**src/rtl/fusion_pkg.sv**
```systemverilog
// fusion_pkg: shared fusion mode encodings and a hit-count popcount helper
package fusion_pkg;

    localparam logic [1:0] MODE_OVER    = 2'd0;
    localparam logic [1:0] MODE_IMAGE   = 2'd1;
    localparam logic [1:0] MODE_OVERLAY = 2'd2;
    localparam logic [1:0] MODE_INVERT  = 2'd3;

    // widest hit vector the popcount helper accepts; narrower vectors are zero-extended
    localparam int POP_MAX = 1024;

    function automatic int unsigned popcount(input logic [POP_MAX-1:0] v);
        int unsigned c;
        c = 0;
        for (int i = 0; i < POP_MAX; i++) c += 32'(v[i]);
        return c;
    endfunction

endpackage

```
**src/rtl/fusion_lane.sv**
```systemverilog
// fusion_lane: combinational fusion of one image pixel with one overlay pixel
module fusion_lane
    import fusion_pkg::*;
#(
    parameter int               PIX_W = 8,
    parameter logic [PIX_W-1:0] KEY   = '0
) (
    input  logic [PIX_W-1:0] b,
    input  logic [PIX_W-1:0] o,
    input  logic [1:0]       mode,
    output logic [PIX_W-1:0] out,
    output logic             hit
);

    logic is_key;

    assign is_key = (o == KEY);

    // select the fused pixel and flag whether the overlay supplied it
    always_comb begin
        out = (mode == MODE_OVER)    ? (is_key ? b : o) :
              (mode == MODE_IMAGE)   ? b :
              (mode == MODE_OVERLAY) ? o :
                                       (is_key ? b : ~b);
        hit = (mode == MODE_IMAGE)   ? 1'b0 :
              (mode == MODE_OVERLAY) ? 1'b1 :
                                       !is_key;
    end

endmodule

```
**src/rtl/fusion_stream.sv**
```systemverilog
// fusion_stream: two-stage valid/ready pipeline fusing image and overlay words per pixel
module fusion_stream
    import fusion_pkg::*;
#(
    parameter int               PIX_W = 8,
    parameter int               NPIX  = 64,
    parameter logic [PIX_W-1:0] KEY   = '0,
    parameter int               CNT_W = $clog2(NPIX + 1)
) (
    input  logic                  clk,
    input  logic                  rst_n,
    input  logic [1:0]            mode,
    input  logic                  s_valid,
    output logic                  s_ready,
    input  logic [NPIX*PIX_W-1:0] image_data,
    input  logic [NPIX*PIX_W-1:0] overlay_data,
    output logic                  m_valid,
    input  logic                  m_ready,
    output logic [NPIX*PIX_W-1:0] fusion_data,
    output logic [CNT_W-1:0]      hit_count
);

    localparam int W = NPIX * PIX_W;

    logic             v1_q, v1_d;
    logic [W-1:0]     img_q, img_d;
    logic [W-1:0]     ovl_q, ovl_d;
    logic [1:0]       mode_q, mode_d;
    logic             v2_q, v2_d;
    logic [W-1:0]     fus_q, fus_d;
    logic [CNT_W-1:0] hit_q, hit_d;

    logic             adv2;
    logic             in_xfer;
    logic             ld2;
    logic [W-1:0]     lane_out;
    logic [NPIX-1:0]  hit_vec;

    // stage 2 may advance when empty or draining; stage 1 may accept when it can pass its word on
    assign adv2    = !v2_q || m_ready;
    assign s_ready = !v1_q || adv2;
    assign in_xfer = s_valid && s_ready;
    assign ld2     = adv2 && v1_q;

    assign m_valid     = v2_q;
    assign fusion_data = fus_q;
    assign hit_count   = hit_q;

    for (genvar i = 0; i < NPIX; i++) begin : g_lane
        fusion_lane #(
            .PIX_W (PIX_W),
            .KEY   (KEY)
        ) u_lane (
            .b    (img_q[i*PIX_W +: PIX_W]),
            .o    (ovl_q[i*PIX_W +: PIX_W]),
            .mode (mode_q),
            .out  (lane_out[i*PIX_W +: PIX_W]),
            .hit  (hit_vec[i])
        );
    end

    // next state: stage 1 captures on input transfer, stage 2 takes stage 1 when it advances
    always_comb begin
        v1_d   = in_xfer || (v1_q && !adv2);
        img_d  = in_xfer ? image_data : img_q;
        ovl_d  = in_xfer ? overlay_data : ovl_q;
        mode_d = in_xfer ? mode : mode_q;
        v2_d   = adv2 ? v1_q : v2_q;
        fus_d  = ld2 ? lane_out : fus_q;
        hit_d  = ld2 ? CNT_W'(popcount(POP_MAX'(hit_vec))) : hit_q;
    end

    // pipeline registers; reset discards any in-flight words
    always_ff @(posedge clk or negedge rst_n) begin
        if (!rst_n) begin
            v1_q   <= 1'b0;
            img_q  <= '0;
            ovl_q  <= '0;
            mode_q <= '0;
            v2_q   <= 1'b0;
            fus_q  <= '0;
            hit_q  <= '0;
        end else begin
            v1_q   <= v1_d;
            img_q  <= img_d;
            ovl_q  <= ovl_d;
            mode_q <= mode_d;
            v2_q   <= v2_d;
            fus_q  <= fus_d;
            hit_q  <= hit_d;
        end
    end

endmodule
```
**config.mk**
```make
export PLATFORM = sky130hd
export DESIGN_NAME = fusion_stream
export DESIGN_NICKNAME = d
export VERILOG_FILES = /design/src/rtl/fusion_pkg.sv /design/src/rtl/fusion_lane.sv /design/src/rtl/fusion_stream.sv
export SDC_FILE = /design/constraint.sdc
export NUM_CORES = 2
export LEC_CHECK = 0
export ABC_AREA = 1
export BUFFER_PORTS_ARGS = -buffer_cell sky130_fd_sc_hd__buf_2
export CAP_MARGIN = 5
export CORE_AREA = 4 4 603 605
export CTS_BUF_LIST = sky130_fd_sc_hd__clkbuf_8 sky130_fd_sc_hd__clkbuf_16
export DETAILED_ROUTE_END_ITERATION = 16
export DIE_AREA = 0 0 607 609
export SKIP_LAST_GASP = 1
export SYNTH_ARGS = -nofsm -noshare
export SYNTH_HDL_FRONTEND = slang
export SYNTH_SLANG_ARGS = --single-unit
```
**constraint.sdc**
```tcl
create_clock -name clk -period 16.15 [get_ports clk]
set_input_delay 3.23 -clock clk [delete_from_list [all_inputs] [get_ports clk]]
set_output_delay 3.23 -clock clk [all_outputs]
set_load 0.03 [all_outputs]
```
Yosys cells after proc, flatten, opt, wreduce, memory -nomap -nowiden. Cells that the tools add are included.

Register bits after elaboration: 1547. Output and inout bits: 521. Bits in latches: 0. Logic and storage cells: 722. Bits in read-only memories: 0. RAM bits: 0. Bits of input ports: 1030. Memories kept: 0.

Reductions and logical operators: 138. Multiply operators: 0. Div/mod/pow operators: 0. Add/sub/neg operators: 63. Eq/ne operators: 2. Muxes and demuxes: 448. Order comparisons: 0. Shifts and indexed selects: 0. Bitwise operators: 64.

Operator list (number): two-way mux 8 bit (320); logical NOT 8 bit (64); inverter 8 bit (64); adder 7 x 1 -> 7 bit (57); two-way mux 1 bit (128); logical NOT 1 bit (67); adder 6 x 1 -> 7 bit (1); adder 5 x 1 -> 6 bit (1); adder 4 x 1 -> 5 bit (1); adder 3 x 1 -> 4 bit (1); adder 2 x 1 -> 3 bit (1); logical AND 1 bit (3); logical OR 1 bit (3); adder 1 x 1 -> 2 bit (1); equality test 2 x 1 -> 1 bit, second input constant (1); equality test 2 bit, second input constant (1); logical NOT 2 bit (1).

Depth between registers and ports, before layout.
Depth in word-level cells: 67. Depth in mapped cells: 32. Mapped depth without buffers: 28.

Hierarchy. A second synthesis with hierarchy kept.

Cell total of the unflattened synthesis: 11083. Area total of the unflattened synthesis: 90269.1 µm².

By module, submodules not included: fusion_stream (cells each 4555, instances 1, sequential area each 38712.1 µm², area each 59039.1 µm²); fusion_lane (cells each 102, instances 64, sequential area each 0.0 µm², area each 488.0 µm²).

Worst setup path after synthesis. OpenSTA, ideal clock, no wires.

Path type: reg-to-reg. From: register mode_q[0]. To: register hit_q[6], in the netlist hit_count[6]. Data required time: 16.029 ns. Buffers on the path: 5. Setup time: 0.121 ns. Cell stages (with the launch flop): 32. Slack: 9.362 ns. Clock period less this slack: 6.788 ns. Arrival: 6.667 ns. Cells stage by stage: dfrtp_1 buf_4 inv_4 nand2_2 buf_6 buf_4 buf_4 buf_2 nand2_1 nand2_1 fa_1 inv_1 fa_1 inv_1 fa_1 inv_1 fa_1 inv_1 fa_1 fa_1 fa_1 fa_1 inv_1 ha_1 fa_1 nand2_1 nand2_1 a21o_1 nand2_1 nand2_1 nand2_1 a21oi_1.

Longest elaborated chain between the ends: 66. Elaborated cells between the ends (all ways): 193. Classes of those cells: add/sub: 63; eq/ne: 2; mux: 128.

RTL lines: start: declaration (RTL line fusion_stream.sv:28) `logic [1:0] mode_q, mode_d;`; start signal: assignment (RTL line fusion_stream.sv:87) `mode_q <= mode_d;`; equality test 2 bit (RTL line fusion_lane.sv:26) `(mode == MODE_OVERLAY) ? 1'b1 :`; two-way mux 1 bit (RTL line fusion_lane.sv:26); two-way mux 1 bit (RTL line fusion_lane.sv:25) `hit = (mode == MODE_IMAGE) ? 1'b0 :`; adder 1 x 1 -> 2 bit (RTL line fusion_pkg.sv:15) `for (int i = 0; i < POP_MAX; i++) c += 32'(v[i]);`; adder 2 x 1 -> 3 bit (RTL line fusion_pkg.sv:15); adder 3 x 1 -> 4 bit (RTL line fusion_pkg.sv:15); adder 4 x 1 -> 5 bit (RTL line fusion_pkg.sv:15); adder 5 x 1 -> 6 bit (RTL line fusion_pkg.sv:15); adder 6 x 1 -> 7 bit (RTL line fusion_pkg.sv:15); adder 7 x 1 -> 7 bit (56 in a row) (RTL line fusion_pkg.sv:15); adder 7 x 1 -> 7 bit (*) (RTL line fusion_pkg.sv:15); end signal: assignment (RTL line fusion_stream.sv:90) `hit_q <= hit_d;`; end: declaration (RTL line fusion_stream.sv:31) `logic [CNT_W-1:0] hit_q, hit_d;`.

Every way passes the cells marked *; elsewhere a longest branch is shown, timed or not. A chain may end at the register's enable or synchronous reset.

Worst setup path in the final report.
From: register mode_q[1]. To: register hit_q[4], in the netlist hit_count[4].

The elaborated chain is that of the path after synthesis.

==> results by group <==
Outcome
  – Outcome: completed

Worst setup path
  – Slowest CP cell: buf_4
  – WP data arrival: 9.33 ns
  – CP Data Required Time: 16.91 ns
  – Critical path fanouts, max: 93
  – Worst Setup SP: mode_q[1]
  – FF-to-FF Start: mode_q[1]
  – Crit path kind: reg -> reg
  – CP peak stage delay: 0.80 ns
  – Delay-heaviest family, CP: adder cells
  – Startpoint Class: flip-flop
  – Buf/Inv on CP: 7
  – R2R Setup Slk: 7.58 ns
  – Critical path capture point type: flip-flop
  – Most used cell, CP: fa_1

Global routing
  – GR Util met2: between 30% and 40%
  – GR Layer Usage met3: 5.017%
  – Initial antenna violation count: 272
  – Routing usage on met1: 26.40%
  – Gr ovfl total: 0
  – Vias in the first global route: 78990
  – Largest net degree at the start of global routing: 202
  – Grt peak-use layer: met2
  – Tot GR Track Use: 20.97%
  – Global-route wire length before repair: 573.7 mm

Placement
  – Pre-CTS setup slack: 7.487 ns
  – I/O Buffers: between 1500 and 2000
  – GP Congestion: between 0.9 and 1
  – HPWL Detailed: roughly 300 mm

Flow run
  – Maxcap violations: 0

Power and ir drop
  – Worst vdd ir: 0.3943 mV
  – PD cells: 159.6 nW/um2
  – Leakage: 48.92 nW

Yosys
  – Number of synthesized register bits: 1547
  – Post-synth top cells: nand2_1 (2362), a21oi_1 (1760), dfrtp_1 (1547)
  – Largest family of logic cells by synthesized area: simple AND/OR/NAND/NOR gates
  – Unique masters post-synth: 32
  – Ys Warns: 0
  – Synth Area in Compound Gates: 19.63%
  – Synth area leaders: dfrtp_1 (46%), nand2_1 (11%), a21oi_1 (10%)
  – Post-Synth XOR/XNOR Area: 0.01044%
  – Syn nets: around 12000
  – Cells after synthesis: 11030
  – Post-synthesis simple-gate area fraction: 20.50%
  – Mux cell area share after synthesis: under 10%
  – Area leader, netlist: dfrtp_1
  – EDFF count, synth: 0
  – Post-Synth Adder-Cell Area: 1.512%
  – Most frequent cell after synthesis: nand2_1
  – Sequential share of the synthesized area: between 40% and 50%
  – Avg Cell Area, Syn: 7.608 um2
  – Share of the synthesized area in the top cell type: 46.13%
  – Synth Flop Type: dfrtp_1
  – Fraction of registers with async set/reset: 100.0%
  – Netlist Area Pre-Place: 83930 um2

Route
  – Wire length per cell: roughly 23 um
  – Vias: 84760
  – Starting DRC count in detailed routing: 8555
  – Antenna Violating Nets Remaining: 0
  – DRT Pass-1 Iters: 8
  – Total Wirelength: 407.2 mm
  – DRC viols: 0
  – Post-DR vias/cell: 4.883

Finish
  – FILL cells: 38950
  – FF/Latch Area: 38720 um2
  – Layout area overhead: 21.97%
  – Multi-input logic area: 38020 um2
  – # nets final: approximately 13000
  – Share of cells above drive strength 1: 18.56%

Clock network
  – Post-CTS setup buffers: 0
  – CTS clk-pin slew, worst paths: 0.07 ns
  – CTS Buf Count: 193
  – CTS sink count: approximately 1500
  – Clock Latency Late Sink: 0.90 ns
  – CTS tree: yes
  – CTS Buffer Depth: 4
  – Root Buffer: clkbuf_16
  – Hold buffers post-CTS: 0
  – Post_cts resized: 0
  – H-tree levels: 4

Worst hold path
  – Hold path startpoint: fusion_data[334]
  – Worst hold path class: reg -> reg

Timing
  – Slew HR: 18.93%
  – Post-route setup slack: 7.577 ns
  – RSZ-0062 raised after global routing: no
  – Layout Skew: around 0.074 ns
  – Fmax: 116.7 MHz
  – Max Slew Vio Count: 0
  – Endpoints failing hold: 0
  – Setup TNS: 0 ns
  – Final min period: 8.573 ns
  – Worst-Margin Slew: 1.216 ns
  – Final Cycle Share: 53.08%
  – Final setup fails: 0

Floorplan
  – Row count: 220
  – CORE AREA: ~360000 um2
  – Initial Util: 23.44%
  – I/O Pins: 1551
  – Die Wd: 607 um
  – Die ar.: 369700 um2
  – Die Height: 609 um
## layout by cell type, fill, tap and decap left out, types with 54 or more instances in the layout
cell       instances
inv_1           1044
a21oi_1         1760
nor2_2            64
dfrtp_1         1545
nand2_1         2361
clkbuf_16        194
o21ai_0         1055
a31oi_1          135
o21bai_1         201
buf_4             80
diode_2          190
mux2_2           258
nand3_1          514
buf_2           1549
nor2_1          1329
fa_1              54
nor3_1            67
## worst paths after layout
check	to	depth (start not counted)
max	hit_count[4]	25
min	fusion_data[334]	2
max reg2reg	hit_count[4]	25
min reg2reg	fusion_data[334]	2
max in group asynchronous	ovl_q[155]	4
min in group asynchronous	fusion_data[406]	1
## per-stage QoR
step	hold slack [ns]	power (mW)	utilization (%)	cell area, um2	instances
after floorplan	0.4900	9.722	-	83930	11030
after global placement	0.4599	11.85	26.62	95320	16820
after detailed placement	0.4599	11.82	26.62	95320	16820
after CTS	0.4755	16.49	28.45	101900	17170
after global routing	0.4890	17.53	28.54	102200	17300
final	0.4720	16.34	28.58	102400	17360
## cell type report
type,instances,share of cell area [%]
repair buffers,1650,8.571
diodes,190,0.4645
well taps,4773,5.834
inverters,1012,3.751
clock buffers,229,5.213
flip-flops and latches,1547,37.83
clock inverters,123,1.203
multi-input cells,7835,37.14
## metal layers
metal / up-vias / wire [um]
met4: 98 / 29930
met3: 1023 / 34370
met1: 40910 / 162200
met5: - / 642
li1: 38820 / -
met2: 3904 / 180000
## power breakdown
| part | internal [mW] | switching (mW) | total, mW |
|---|---|---|---|
| Sequential | 4.63 | 0.542 | 5.17 |
| Clock | 2.66 | 1.91 | 4.58 |
| Combinational | 2.26 | 4.34 | 6.60 |
| Total | 9.55 | 6.80 | 16.3 |
## kinds of logic (layout without fill, tap and decap cells)
group                      count (synthesis)  in the layout
AOI/OAI and AO/OA                       3155           3155
xor gates and xnor gates                   1              1
adders and majority gates                 69             69
buffers and inverters                   1650           3014
DFF                                     1547           1547
muxes                                    268            268
other                                      0            190
and+or+nand+nor                         4342           4342
## worst register-to-register path: cells and delay by family (launching register included)
kind | cells | cell delay [ns]
simple gates | 5 | 0.74
compound gates | 3 | 0.73
buf+inv | 7 | 1.75
fa+ha+maj | 10 | 4.64
flops | 1 | 0.60
## flip-flops by register name, summed over array words and instances, names as in the netlist
| signal | flops |
|---|---|
| ovl_q | 512 |
| m_valid | 1 |
| img_q | 512 |
| v1_q | 1 |
| hit_count | 7 |
| fusion_data | 512 |
| mode_q | 2 |
(Power assumes the default switching activity.)
